File: src/rtl/alarm_pkg.sv
// Shared types and constants for the alarm bank: FSM states, LFSR seed/taps, slot record.
package alarm_pkg;

  typedef enum logic [1:0] {
    ST_IDLE = 2'd0,
    ST_RING = 2'd1,
    ST_GAME = 2'd2
  } state_e;

  // Fibonacci taps for x^8+x^6+x^5+x^4+1 on a left-shifting register.
  localparam logic [7:0] LFSR_SEED = 8'hA5;
  localparam logic [7:0] LFSR_TAPS = 8'hB8;

  typedef struct packed {
    logic [4:0] hour;
    logic [5:0] min;
    logic       on;
  } slot_t;

endpackage

File: src/rtl/alarm_game.sv
// Dismissal mini-game: free-running LFSR target, answer arming, round counting.
// Answer evaluated on the clock it first turns non-zero; win_o is combinational for the parent FSM.
module alarm_game
  import alarm_pkg::*;
#(
  parameter int NUM_SW = 10,
  parameter int ROUNDS = 3
) (
  input  logic                         clk_osc,
  input  logic                         rst_n,
  input  logic                         start_i,
  input  logic                         active_i,
  input  logic [NUM_SW-1:0]            game_sw_i,
  output logic [NUM_SW-1:0]            target_led_o,
  output logic [$clog2(ROUNDS+1)-1:0]  round_cnt_o,
  output logic                         win_o,
  output logic                         dismissed_o
);

  localparam int TW = $clog2(NUM_SW);
  localparam int CW = $clog2(ROUNDS+1);

  logic [7:0]        lfsr_q;
  logic [TW-1:0]     target_q;
  logic [TW-1:0]     target_d;
  logic [CW-1:0]     cnt_q;
  logic              armed_q;
  logic              dismissed_q;
  logic [NUM_SW-1:0] target_oh;
  logic              eval;
  logic              hit;
  int                t;

  always_comb begin
    t = int'(lfsr_q) % NUM_SW;
    // Never repeat the previous target back to back.
    if (t == int'(target_q)) t = (t + 1) % NUM_SW;
    target_d  = TW'(t);
    target_oh = NUM_SW'(1) << target_q;
    eval      = active_i && armed_q && (game_sw_i != '0);
    hit       = eval && (game_sw_i == target_oh);
    win_o     = hit && (cnt_q == CW'(ROUNDS - 1));
  end

  always_ff @(posedge clk_osc or negedge rst_n) begin
    if (!rst_n) begin
      lfsr_q      <= LFSR_SEED;
      target_q    <= '0;
      cnt_q       <= '0;
      armed_q     <= 1'b0;
      dismissed_q <= 1'b0;
    end else begin
      lfsr_q      <= {lfsr_q[6:0], ^(lfsr_q & LFSR_TAPS)};
      armed_q     <= (game_sw_i == '0) || (armed_q && !eval);
      dismissed_q <= win_o;
      if (start_i) begin
        cnt_q    <= '0;
        target_q <= target_d;
      end else if (eval) begin
        cnt_q    <= hit ? cnt_q + CW'(1) : '0;
        target_q <= target_d;
      end
    end
  end

  assign target_led_o = active_i ? target_oh : '0;
  assign round_cnt_o  = cnt_q;
  assign dismissed_o  = dismissed_q;

endmodule

File: src/rtl/alarm_bank.sv
// Alarm slots, time-match trigger, IDLE/RING/GAME FSM; outputs registered, writes land one clock later.
// Optional snooze (ALARM_SNOOZE_EN): btn_snooze in RING silences for SNOOZE_S ticks, then re-rings.
module alarm_bank
  import alarm_pkg::*;
#(
  parameter int NUM_ALARMS = 4,
  parameter int NUM_SW     = 10,
  parameter int ROUNDS     = 3,
  parameter int SNOOZE_S   = 300
) (
  input  logic                           clk_osc,
  input  logic                           rst_n,
  input  logic                           tick_1hz,
  input  logic [4:0]                     cur_hour,
  input  logic [5:0]                     cur_min,
  input  logic [5:0]                     cur_sec,
  input  logic                           wr_en,
  input  logic [$clog2(NUM_ALARMS)-1:0]  wr_slot,
  input  logic [4:0]                     wr_hour,
  input  logic [5:0]                     wr_min,
  input  logic                           wr_on,
  input  logic                           btn_start,
  input  logic                           btn_snooze,
  input  logic [NUM_SW-1:0]              game_sw,
  output logic                           ringing,
  output logic [$clog2(NUM_ALARMS)-1:0]  ring_slot,
  output logic                           game_active,
  output logic [NUM_SW-1:0]              target_led,
  output logic [$clog2(ROUNDS+1)-1:0]    round_cnt,
  output logic                           dismissed
);

  localparam int SW = $clog2(NUM_ALARMS);

  slot_t          slots_q [NUM_ALARMS];
  state_e         state_q;
  logic           ringing_q;
  logic [SW-1:0]  ring_slot_q;
  logic           game_active_q;
  logic           trig;
  logic [SW-1:0]  trig_idx;
  logic           game_start;
  logic           game_win;

  always_ff @(posedge clk_osc or negedge rst_n) begin
    if (!rst_n) begin
      for (int i = 0; i < NUM_ALARMS; i++) slots_q[i] <= '0;
    end else if (wr_en && (int'(wr_slot) < NUM_ALARMS)) begin
      slots_q[wr_slot] <= '{hour: wr_hour, min: wr_min, on: wr_on};
    end
  end

  // Descending scan so the lowest matching index is the one left standing.
  always_comb begin
    trig     = 1'b0;
    trig_idx = '0;
    for (int i = NUM_ALARMS - 1; i >= 0; i--) begin
      if (tick_1hz && (cur_sec == 6'd0) && slots_q[i].on &&
          (slots_q[i].hour == cur_hour) && (slots_q[i].min == cur_min)) begin
        trig     = 1'b1;
        trig_idx = SW'(i);
      end
    end
  end

  assign game_start = (state_q == ST_RING) && btn_start;

`ifdef ALARM_SNOOZE_EN
  localparam int NW = $clog2(SNOOZE_S + 1);
  logic [NW-1:0] snz_q;
`else
  logic unused_snooze;
  assign unused_snooze = btn_snooze;
`endif

  always_ff @(posedge clk_osc or negedge rst_n) begin
    if (!rst_n) begin
      state_q       <= ST_IDLE;
      ringing_q     <= 1'b0;
      ring_slot_q   <= '0;
      game_active_q <= 1'b0;
`ifdef ALARM_SNOOZE_EN
      snz_q         <= '0;
`endif
    end else begin
      case (state_q)
        ST_IDLE: begin
          if (trig) begin
            state_q     <= ST_RING;
            ringing_q   <= 1'b1;
            ring_slot_q <= trig_idx;
`ifdef ALARM_SNOOZE_EN
            snz_q       <= '0;
          end else if (tick_1hz && (snz_q != '0)) begin
            snz_q <= snz_q - NW'(1);
            if (snz_q == NW'(1)) begin
              state_q   <= ST_RING;
              ringing_q <= 1'b1;
            end
`endif
          end
        end
        ST_RING: begin
          if (btn_start) begin
            state_q       <= ST_GAME;
            game_active_q <= 1'b1;
`ifdef ALARM_SNOOZE_EN
          end else if (btn_snooze) begin
            state_q   <= ST_IDLE;
            ringing_q <= 1'b0;
            snz_q     <= NW'(SNOOZE_S);
`endif
          end
        end
        ST_GAME: begin
          if (game_win) begin
            state_q       <= ST_IDLE;
            ringing_q     <= 1'b0;
            game_active_q <= 1'b0;
          end
        end
        default: state_q <= ST_IDLE;
      endcase
    end
  end

  alarm_game #(
    .NUM_SW (NUM_SW),
    .ROUNDS (ROUNDS)
  ) u_game (
    .clk_osc      (clk_osc),
    .rst_n        (rst_n),
    .start_i      (game_start),
    .active_i     (state_q == ST_GAME),
    .game_sw_i    (game_sw),
    .target_led_o (target_led),
    .round_cnt_o  (round_cnt),
    .win_o        (game_win),
    .dismissed_o  (dismissed)
  );

  assign ringing     = ringing_q;
  assign ring_slot   = ring_slot_q;
  assign game_active = game_active_q;

endmodule

File: config.mk
export PLATFORM = sky130hd
export DESIGN_NAME = alarm_bank
export DESIGN_NICKNAME = d
export VERILOG_FILES = /design/src/rtl/alarm_pkg.sv /design/src/rtl/alarm_game.sv /design/src/rtl/alarm_bank.sv
export SDC_FILE = /design/constraint.sdc
export NUM_CORES = 1
export LEC_CHECK = 0
export CAP_MARGIN = 40
export CORE_ASPECT_RATIO = 1.1
export CORE_MARGIN = 2
export CORE_UTILIZATION = 54
export CTS_BUF_LIST = sky130_fd_sc_hd__clkbuf_8
export DETAILED_ROUTE_END_ITERATION = 10
export PLACE_DENSITY = 0.89
export SLEW_MARGIN = 25
export SYNTH_ARGS = -nofsm -noshare
export SYNTH_HDL_FRONTEND = slang
export SYNTH_SLANG_ARGS = --single-unit
File: constraint.sdc
create_clock -name clk_osc -period 8.4 [get_ports clk_osc]
set_input_delay 1.26 -clock clk_osc [delete_from_list [all_inputs] [get_ports clk_osc]]
set_output_delay 1.26 -clock clk_osc [all_outputs]
set_load 0.05 [all_outputs]
==> results of run 1 <==
-- cell usage in the layout, fill, tap and decap left out, types with 5 or more instances in the layout --
| cell type | instances |
|---|---|
| sky130_fd_sc_hd__or2_2 | 5 |
| sky130_fd_sc_hd__nor2b_1 | 8 |
| sky130_fd_sc_hd__nand2_2 | 5 |
| sky130_fd_sc_hd__or3_1 | 5 |
| sky130_fd_sc_hd__nand4_1 | 17 |
| sky130_fd_sc_hd__nand2_1 | 50 |
| sky130_fd_sc_hd__o21ai_1 | 10 |
| sky130_fd_sc_hd__xnor2_2 | 6 |
| sky130_fd_sc_hd__nor4b_1 | 5 |
| sky130_fd_sc_hd__mux2i_1 | 6 |
| sky130_fd_sc_hd__inv_1 | 15 |
| sky130_fd_sc_hd__nor3_1 | 18 |
| sky130_fd_sc_hd__nor4_1 | 9 |
| sky130_fd_sc_hd__dfrtp_1 | 66 |
| sky130_fd_sc_hd__nor2_2 | 6 |
| sky130_fd_sc_hd__clkdlybuf4s50_1 | 61 |
| sky130_fd_sc_hd__xor2_1 | 9 |
| sky130_fd_sc_hd__clkbuf_8 | 9 |
| sky130_fd_sc_hd__nor2_1 | 53 |
| sky130_fd_sc_hd__xnor2_1 | 71 |
| sky130_fd_sc_hd__a21oi_1 | 54 |
| sky130_fd_sc_hd__nand2b_1 | 9 |
| sky130_fd_sc_hd__o211ai_1 | 11 |
| sky130_fd_sc_hd__a21o_1 | 6 |
| sky130_fd_sc_hd__buf_4 | 98 |
| sky130_fd_sc_hd__nand3_1 | 28 |
| sky130_fd_sc_hd__o21ai_0 | 32 |
| sky130_fd_sc_hd__a211oi_1 | 5 |
| sky130_fd_sc_hd__mux2_2 | 49 |
| sky130_fd_sc_hd__and2_1 | 11 |
| sky130_fd_sc_hd__ha_1 | 6 |
| sky130_fd_sc_hd__o21a_1 | 9 |
-- stage by stage --
stage | instance area, um^2 | setup WS, ns
2_1_floorplan | 6530 | 0.00573
5_1_grt | 8490 | -0.482
3_3_place_gp | 7800 | 0.0689
6_report | 8490 | -0.151
3_5_place_dp | 7810 | -0.224
4_1_cts | 8070 | 0.0133
-- worst max-delay path by stage --
stage                     startpoint                 end  slack (ns)  cells past startpoint
finish              u_game.lfsr_q[5]  u_game.target_q[1]       -0.15                     37
global route        u_game.lfsr_q[5]  u_game.target_q[2]       -0.48                     38
CTS                 u_game.lfsr_q[5]  u_game.target_q[1]        0.01                     36
detailed placement  u_game.lfsr_q[5]  u_game.target_q[1]       -0.22                     35
global placement    u_game.lfsr_q[5]  u_game.target_q[1]        0.07                     35
floorplan           u_game.lfsr_q[4]  u_game.target_q[1]       0.006                     38
-- area by class of cell --
| type | instances | share of cell area |
|---|---|---|
| well taps | 154 | 0.0227 |
| inverters | 16 | 0.00707 |
| clock buffers | 9 | 0.0146 |
| flip-flops and latches | 70 | 0.207 |
| repair buffers | 165 | 0.167 |
| clock inverters | 7 | 0.00648 |
| multi-input cells | 634 | 0.575 |
-- cell families after synthesis --
| logic type | count (synthesis) | share of synthesized area |
|---|---|---|
| buf+inv | 56 | 0.0361 |
| xor+xnor | 88 | 0.121 |
| simple gates | 264 | 0.210 |
| mux | 60 | 0.103 |
| flops | 70 | 0.270 |
| compound gates | 209 | 0.236 |
| fa+ha+maj | 13 | 0.0242 |
-- flip-flops by register name (all words and copies together), names as in the netlist --
signal              flops
slots_q                48
u_game.lfsr_q           8
u_game.target_q         4
ring_slot               2
state_q                 2
u_game.round_cnt_o      2
game_active             1
ringing                 1
u_game.armed_q          1
u_game.dismissed_o      1
-- routing by layer --
metal	wire, um	share of wire	GRT usage	vias up
met5	0	0	0	-
met4	1340	0.062	0.147	0
met3	1660	0.077	0.0635	144
met2	10500	0.48	0.499	480
met1	8160	0.38	0.349	3310
li1	-	-	-	3080
-- cells in the mapped netlist, types with 5 or more instances --
library cell	count
sky130_fd_sc_hd__and3_1	5
sky130_fd_sc_hd__inv_1	15
sky130_fd_sc_hd__or3_1	5
sky130_fd_sc_hd__buf_2	8
sky130_fd_sc_hd__a31oi_1	7
sky130_fd_sc_hd__o21a_1	10
sky130_fd_sc_hd__a21o_1	6
sky130_fd_sc_hd__and2_1	12
sky130_fd_sc_hd__nand4_1	17
sky130_fd_sc_hd__nor3b_1	6
sky130_fd_sc_hd__or2_2	5
sky130_fd_sc_hd__nand2b_1	9
sky130_fd_sc_hd__a21oi_1	55
sky130_fd_sc_hd__o21ai_0	39
sky130_fd_sc_hd__nor4b_1	5
sky130_fd_sc_hd__nand2_1	54
sky130_fd_sc_hd__dfrtp_1	66
sky130_fd_sc_hd__nor2b_1	9
sky130_fd_sc_hd__mux2_2	49
sky130_fd_sc_hd__clkbuf_1	21
sky130_fd_sc_hd__xor2_1	10
sky130_fd_sc_hd__ha_1	11
sky130_fd_sc_hd__nand3_1	30
sky130_fd_sc_hd__mux2i_1	9
sky130_fd_sc_hd__nor3_1	21
sky130_fd_sc_hd__o211ai_1	11
sky130_fd_sc_hd__nor4_1	10
sky130_fd_sc_hd__xnor2_1	76
sky130_fd_sc_hd__buf_1	8
sky130_fd_sc_hd__a211oi_1	8
sky130_fd_sc_hd__nor2_1	57
-- repair_timing --
item	4_1_cts	5_1_grt
pin swaps	3	35
resized for setup	13	62
endpoints found under the setup margin	3	3
buffers inserted	2	14
-- power by group --
group	switching, W	internal, W
clock	0.000143	0.000110
sequential	0.0000441	0.000383
combinational	0.0000937	0.000103
==> impl_metrics.prom, run 1 <==
# TYPE chip_impl_metric gauge
chip_impl_metric{name="place.gp.congestion",unit=""} 0.900
chip_impl_metric{name="synth_seq_area_share",unit=""} 0.270
chip_impl_info{name="cp_slowest_cell",value="sky130_fd_sc_hd__dfstp_2"} 1
chip_impl_metric{name="final_core_util",unit=""} 0.715
chip_impl_metric{name="worst_slew_pin_slew",unit="ns"} 0.945
chip_impl_metric{name="seqCellArea",unit="mm^2"} 0.00176
chip_impl_metric{name="clock_insertion_delay_worst_skew",unit="ns"} 0.36
chip_impl_metric{name="relSlewSlack",unit=""} 0.361
chip_impl_metric{name="fin_setup_tns",unit="ns"} -0.369
chip_impl_metric{name="post-route-worst-setup-slack",unit="ns"} -0.151
chip_impl_metric{name="global_route.overflow_total",unit=""} 0
chip_impl_metric{name="grt_max_degree",unit=""} 71
chip_impl_metric{name="max-cap-violations",unit=""} 0
chip_impl_info{name="cts_tree",value="yes"} 1
chip_impl_metric{name="num-nets-final",unit=""} 954
chip_impl_metric{name="drc",unit=""} 0
chip_impl_metric{name="layout-area-overhead-vs-synth",unit="%"} 30.4
chip_impl_metric{name="synth_cell_type_count",unit=""} 93
chip_impl_metric{name="antennaDiodeCount",unit=""} 0
chip_impl_metric{name="syn-cell-area",unit="mm^2"} 0.00651
chip_impl_metric{name="worst_ep_required_time",unit="ns"} 8.67
chip_impl_info{name="grt_setup_unrepaired",value="yes"} 1
chip_impl_metric{name="cts_max_level",unit=""} 3
chip_impl_metric{name="pwr_density_cell",unit="mW/mm^2"} 103
chip_impl_metric{name="detail_route.first_pass.iterations",unit=""} 8
chip_impl_info{name="clock-root-buffer",value="sky130_fd_sc_hd__clkbuf_8"} 1
chip_impl_metric{name="floorplan.rows",unit=""} 42
chip_impl_metric{name="final.setup_skew",unit="ns"} 0.0129
chip_impl_info{name="failed_checks",value="negative setup slack"} 1
chip_impl_metric{name="initial_antenna_violation_count",unit=""} 0
chip_impl_metric{name="buffer_ports.inserted",unit=""} 62
chip_impl_metric{name="core_box_area",unit="mm^2"} 0.0119
chip_impl_metric{name="area_of_combinational_cells_with_multiple_inputs",unit="mm^2"} 0.00488
chip_impl_metric{name="hold_viol_final",unit=""} 0
chip_impl_info{name="worst_path_dominant_cell_family",value="compound AO/OA/AOI/OAI gates"} 1
chip_impl_metric{name="critical-path-max-stage-delay",unit="ns"} 0.62
chip_impl_metric{name="irDropWorstVdd",unit="mV"} 0.132
chip_impl_metric{name="cp_max_fo",unit=""} 6
chip_impl_metric{name="wl_per_cell",unit="um"} 20.5
chip_impl_info{name="destination_of_the_worst_register_to_register_timing_path",value="u_game.target_q[1]"} 1
chip_impl_info{name="capture_endpoint_of_the_worst_hold_path",value="u_game.lfsr_q[1]"} 1
chip_impl_info{name="post-synth-top-area-cell",value="sky130_fd_sc_hd__dfrtp_1"} 1
chip_impl_metric{name="post_synth_inst_count",unit=""} 760
chip_impl_metric{name="postSynthNetCount",unit=""} 818
chip_impl_metric{name="io_pins",unit=""} 64
chip_impl_metric{name="overall_die_height",unit="um"} 119
chip_impl_metric{name="period_minus_slack",unit="ns"} 8.55
chip_impl_metric{name="syn-mean-instance-area",unit="um^2"} 8.57
chip_impl_metric{name="min_period_over_period",unit=""} 1.02
chip_impl_metric{name="worst-path-buf-inv",unit=""} 5
chip_impl_metric{name="fmax",unit="GHz"} 0.117
chip_impl_metric{name="synth.ff_latch_count",unit=""} 70
chip_impl_info{name="yosys_most_used_dff",value="sky130_fd_sc_hd__dfrtp_1"} 1
chip_impl_metric{name="die_area",unit="mm^2"} 0.0130
chip_impl_info{name="ys_top_cells_by_area",value="sky130_fd_sc_hd__dfrtp_1 25%, sky130_fd_sc_hd__xnor2_1 10%, sky130_fd_sc_hd__mux2_2 8.5%"} 1
chip_impl_metric{name="detailedPlacementHpwl",unit="mm"} 13.7
chip_impl_metric{name="via_count",unit=""} 7014
chip_impl_metric{name="synth-async-reset-ratio",unit=""} 1.00
chip_impl_info{name="critical_path_class",value="flop to flop"} 1
chip_impl_info{name="status",value="complete, but fails checks"} 1
chip_impl_metric{name="worst_reg2reg_path_length_in_cells",unit=""} 37
chip_impl_metric{name="number_of_endpoints_failing_setup_at_the_final_stage",unit=""} 3
chip_impl_metric{name="total_power",unit="W"} 0.000876
chip_impl_metric{name="clock_tree.buffer_depth",unit=""} 2
chip_impl_metric{name="fill_cells",unit=""} 738
chip_impl_metric{name="grt_first_pass_wirelength",unit="mm"} 30.8
chip_impl_metric{name="ys_warn_count",unit=""} 0
chip_impl_metric{name="cts_sinks",unit=""} 70
chip_impl_info{name="r2r-start",value="u_game.lfsr_q[5]"} 1
chip_impl_metric{name="finalNonFillerCells",unit=""} 1055
chip_impl_metric{name="rrSetupSlack",unit="ns"} -0.15
chip_impl_metric{name="routed_vias_inst",unit=""} 6.65
chip_impl_metric{name="gr-usage-all-layers",unit=""} 0.295
chip_impl_metric{name="timing_max_transition_violations_final",unit=""} 0
chip_impl_metric{name="timing.hold.ws",unit="ns"} 0.513
chip_impl_metric{name="synth-edff-count",unit=""} 0
chip_impl_metric{name="drt_wl_total",unit="mm"} 21.6
chip_impl_metric{name="cellLeakagePower",unit="nW"} 3.30
chip_impl_metric{name="critPathArrivalTime",unit="ns"} 8.82
chip_impl_info{name="hp-class",value="flop to flop"} 1
chip_impl_metric{name="dr.first_iter.drc_count",unit=""} 1057
chip_impl_metric{name="via_count_of_the_first_global_routing_pass",unit=""} 6469
chip_impl_info{name="crit_path_frequent_cell",value="sky130_fd_sc_hd__buf_4"} 1
chip_impl_info{name="crit_path_end_kind",value="flop"} 1
chip_impl_metric{name="antenna_violating_nets_post_route",unit=""} 0
chip_impl_info{name="hp-start",value="u_game.lfsr_q[0]"} 1
chip_impl_metric{name="synthDominantCellAreaShare",unit=""} 0.254
chip_impl_metric{name="floorplan.initialDensity",unit=""} 0.548
chip_impl_info{name="worst_setup_path_start_kind",value="flop"} 1
chip_impl_metric{name="worstHoldPathCells",unit=""} 0
chip_impl_metric{name="die_width",unit="um"} 109
chip_impl_metric{name="count_of_hold_buffers_inserted_by_post_cts_repair",unit=""} 0
chip_impl_metric{name="place_inst",unit=""} 1022
chip_impl_metric{name="cts-buffers-inserted",unit=""} 9
chip_impl_metric{name="clk_transition_reported_paths",unit="ns"} 0.08
chip_impl_metric{name="layout-drive-gt1-share",unit=""} 0.292
Power figures use the tool's default switching activity.
==> run 2: changes to the inputs <==
- CORE_UTILIZATION: 54 -> 23
- MAX_ROUTING_LAYER: not set -> met4
- PLACE_DENSITY: 0.89 -> 0.5
==> run 2 against run 1 <==
Compared with the run above:
- the run now ends clean
- cell count increased by 21%
- worst setup slack improved by 0.44 ns
- register-to-register slack better by 0.44 ns
- hold slack worse by 0.044 ns
- core utilization shrank 39 points
- total power is 1.2% lower
- largest cell class unchanged
- largest power group unchanged
- highest routed layer unchanged
==> impl_metrics.prom, run 2 (synthesized netlist as in run 1, its figures left out) <==
# TYPE chip_impl_metric gauge
chip_impl_info{name="status",value="completed"} 1
chip_impl_metric{name="total_power",unit="W"} 0.000866
chip_impl_metric{name="grt_first_pass_wirelength",unit="mm"} 30.1
chip_impl_info{name="crit_path_end_kind",value="flop"} 1
chip_impl_info{name="largestRegisters",value="slots_q x48, u_game.lfsr_q x8, u_game.target_q x4"} 1
chip_impl_metric{name="pre_cts_ws",unit="ns"} -0.138
chip_impl_metric{name="cts-buffers-inserted",unit=""} 9
chip_impl_info{name="critical_path_class",value="flop to flop"} 1
chip_impl_metric{name="cellLeakagePower",unit="nW"} 3.40
chip_impl_metric{name="number_of_endpoints_failing_setup_at_the_final_stage",unit=""} 0
chip_impl_metric{name="irDropWorstVdd",unit="mV"} 0.0772
chip_impl_metric{name="floorplan.initialDensity",unit=""} 0.234
chip_impl_metric{name="critical-path-max-stage-delay",unit="ns"} 0.63
chip_impl_metric{name="power.sequential.fraction",unit=""} 0.481
chip_impl_info{name="worst_setup_path_start_kind",value="flop"} 1
chip_impl_metric{name="fin_setup_tns",unit="ns"} 0
chip_impl_metric{name="worst_slew_pin_slew",unit="ns"} 0.753
chip_impl_metric{name="initial_antenna_violation_count",unit=""} 0
chip_impl_metric{name="via_count",unit=""} 6255
chip_impl_metric{name="post-route-worst-setup-slack",unit="ns"} 0.285
chip_impl_metric{name="area_of_combinational_cells_with_multiple_inputs",unit="mm^2"} 0.00497
chip_impl_metric{name="detail_route.first_pass.iterations",unit=""} 4
chip_impl_metric{name="relSlewSlack",unit=""} 0.498
chip_impl_metric{name="final.setup_skew",unit="ns"} 0.0159
chip_impl_info{name="top_library_cells_by_usage_in_the_layout_fill_and_taps_aside",value="105 x sky130_fd_sc_hd__buf_4, 70 x sky130_fd_sc_hd__xnor2_1, 66 x sky130_fd_sc_hd__dfrtp_1"} 1
chip_impl_metric{name="drc",unit=""} 0
chip_impl_metric{name="pwr_density_cell",unit="mW/mm^2"} 96.9
chip_impl_info{name="cts_tree",value="yes"} 1
chip_impl_metric{name="routed_vias_inst",unit=""} 4.91
chip_impl_metric{name="fmax",unit="GHz"} 0.123
chip_impl_metric{name="period_minus_slack",unit="ns"} 8.11
chip_impl_metric{name="portion_of_total_power_attributed_to_combinational_logic",unit=""} 0.208
chip_impl_metric{name="io_pins",unit=""} 64
chip_impl_metric{name="clock_tree.buffer_depth",unit=""} 2
chip_impl_metric{name="detailedPlacementHpwl",unit="mm"} 14.4
chip_impl_metric{name="drt_wl_total",unit="mm"} 19.0
chip_impl_metric{name="cts_sinks",unit=""} 70
chip_impl_metric{name="timing.hold.ws",unit="ns"} 0.469
chip_impl_info{name="layout_commonest_cell",value="sky130_fd_sc_hd__buf_4"} 1
chip_impl_metric{name="die_area",unit="mm^2"} 0.0297
chip_impl_metric{name="core_box_area",unit="mm^2"} 0.0279
chip_impl_metric{name="gr-usage-all-layers",unit=""} 0.127
chip_impl_metric{name="antenna_violating_nets_post_route",unit=""} 0
chip_impl_metric{name="layout-area-overhead-vs-synth",unit="%"} 37.2
chip_impl_metric{name="internal_power",unit="W"} 0.000623
chip_impl_metric{name="overall_die_height",unit="um"} 180
chip_impl_info{name="crit_path_frequent_cell",value="sky130_fd_sc_hd__buf_4"} 1
chip_impl_metric{name="max-cap-violations",unit=""} 0
chip_impl_info{name="regMostFlops",value="slots_q"} 1
chip_impl_metric{name="clock_insertion_delay_worst_skew",unit="ns"} 0.35
chip_impl_metric{name="finalNonFillerCells",unit=""} 1274
chip_impl_metric{name="wl_per_cell",unit="um"} 14.9
chip_impl_metric{name="buffer_ports.inserted",unit=""} 62
chip_impl_info{name="cp_slowest_cell",value="sky130_fd_sc_hd__dfstp_2"} 1
chip_impl_metric{name="via_count_of_the_first_global_routing_pass",unit=""} 5978
chip_impl_metric{name="power_switching_share",unit=""} 0.280
chip_impl_metric{name="die_width",unit="um"} 164
chip_impl_metric{name="switchingPower",unit="W"} 0.000243
chip_impl_metric{name="power.clock.fraction",unit=""} 0.311
chip_impl_metric{name="min_period_over_period",unit=""} 0.966
chip_impl_metric{name="antennaDiodeCount",unit=""} 0
chip_impl_metric{name="fill_cells",unit=""} 2895
chip_impl_info{name="clock-root-buffer",value="sky130_fd_sc_hd__clkbuf_8"} 1
chip_impl_info{name="hp-class",value="flop to flop"} 1
chip_impl_metric{name="floorplan.rows",unit=""} 64
chip_impl_metric{name="global_route.overflow_total",unit=""} 0
chip_impl_metric{name="clk_transition_reported_paths",unit="ns"} 0.08
chip_impl_metric{name="cts_max_level",unit=""} 3
chip_impl_metric{name="dr.first_iter.drc_count",unit=""} 299
chip_impl_info{name="r2r-start",value="u_game.lfsr_q[5]"} 1
chip_impl_metric{name="layout-drive-gt1-share",unit=""} 0.302
chip_impl_metric{name="count_of_hold_buffers_inserted_by_post_cts_repair",unit=""} 0
chip_impl_metric{name="seqCellArea",unit="mm^2"} 0.00176
chip_impl_metric{name="grt_max_degree",unit=""} 47
chip_impl_metric{name="place_inst",unit=""} 1238
chip_impl_info{name="grt_setup_unrepaired",value="yes"} 1
chip_impl_metric{name="largest_register_ff_count",unit=""} 48
chip_impl_metric{name="num-nets-final",unit=""} 964
chip_impl_info{name="critPathLaunch",value="u_game.lfsr_q[5]"} 1
chip_impl_metric{name="cp_max_fo",unit=""} 5
chip_impl_metric{name="worst_ep_required_time",unit="ns"} 8.63
chip_impl_metric{name="critPathArrivalTime",unit="ns"} 8.34
chip_impl_metric{name="hold_viol_final",unit=""} 0
chip_impl_info{name="hp-start",value="u_game.lfsr_q[4]"} 1
chip_impl_metric{name="timing_max_transition_violations_final",unit=""} 0
chip_impl_metric{name="place.gp.congestion",unit=""} 0.857
run 2: final cells by class:
type                    count  share of cell area
clock inverters             7             0.00826
inverters                  16             0.00672
clock buffers               9              0.0139
flip-flops and latches     70               0.197
multi-input cells         635               0.556
well taps                 363              0.0508
repair buffers            174               0.168
run 2: timing repair:
action | 4_1_cts | 5_1_grt
gates resized for setup | 11 | 75
pin swaps | 2 | 49
setup endpoints to repair | 3 | 3
cloned | 0 | 1
setup buffers | 1 | 16
run 2: path summary, 6_finish.rpt:
kind / endpoint / slack [ns] / depth (start not counted)
worst max-delay path: u_game.target_q[3] / 0.29 / 39
worst min-delay path: u_game.lfsr_q[5] / 0.47 / 0
worst max register to register: u_game.target_q[3] / 0.29 / 39
worst min register to register: u_game.lfsr_q[5] / 0.47 / 0
max in group asynchronous: u_game.lfsr_q[7] / 6.90 / 3
min in group asynchronous: slots_q[43] / 0.89 / 2
run 2: metal layers:
metal / routed length [um] / track usage / up-vias / part of all wire
met2: 9510 / 0.217 / 110 / 0.50
met4: 225 / 0.0240 / 0 / 0.012
met3: 612 / 0.0150 / 18 / 0.032
met5: 0 / - / - / 0
li1: - / - / 3102 / -
met1: 8650 / 0.161 / 3025 / 0.46
run 2: per-stage QoR:
stage,instance area (um^2),utilization
3_5_place_dp,8150,0.292
6_report,8930,0.321
2_1_floorplan,6530,-
5_1_grt,8930,0.321
4_1_cts,8410,0.302
3_3_place_gp,8120,0.291
run 2: power by group through the flow:
stage | Sequential [W] | Clock (W) | Combinational [W]
2_1_floorplan | 0.000413 | 0 | 0.000127
3_3_place_gp | 0.000421 | 0 | 0.000178
3_5_place_dp | 0.000423 | 0 | 0.000182
4_1_cts | 0.000416 | 0.000280 | 0.000184
5_1_grt | 0.000422 | 0.000292 | 0.000198
6_report | 0.000416 | 0.000269 | 0.000181
run 2: worst max-delay path, delay by kind of cell (launching register included):
family	cells	cell delay [ns]
compound gates	17	3.02
fa+ha+maj	2	0.41
xor+xnor	2	0.31
simple gates	10	2.30
mux	1	0.30
buf+inv	7	1.03
flops	1	0.63
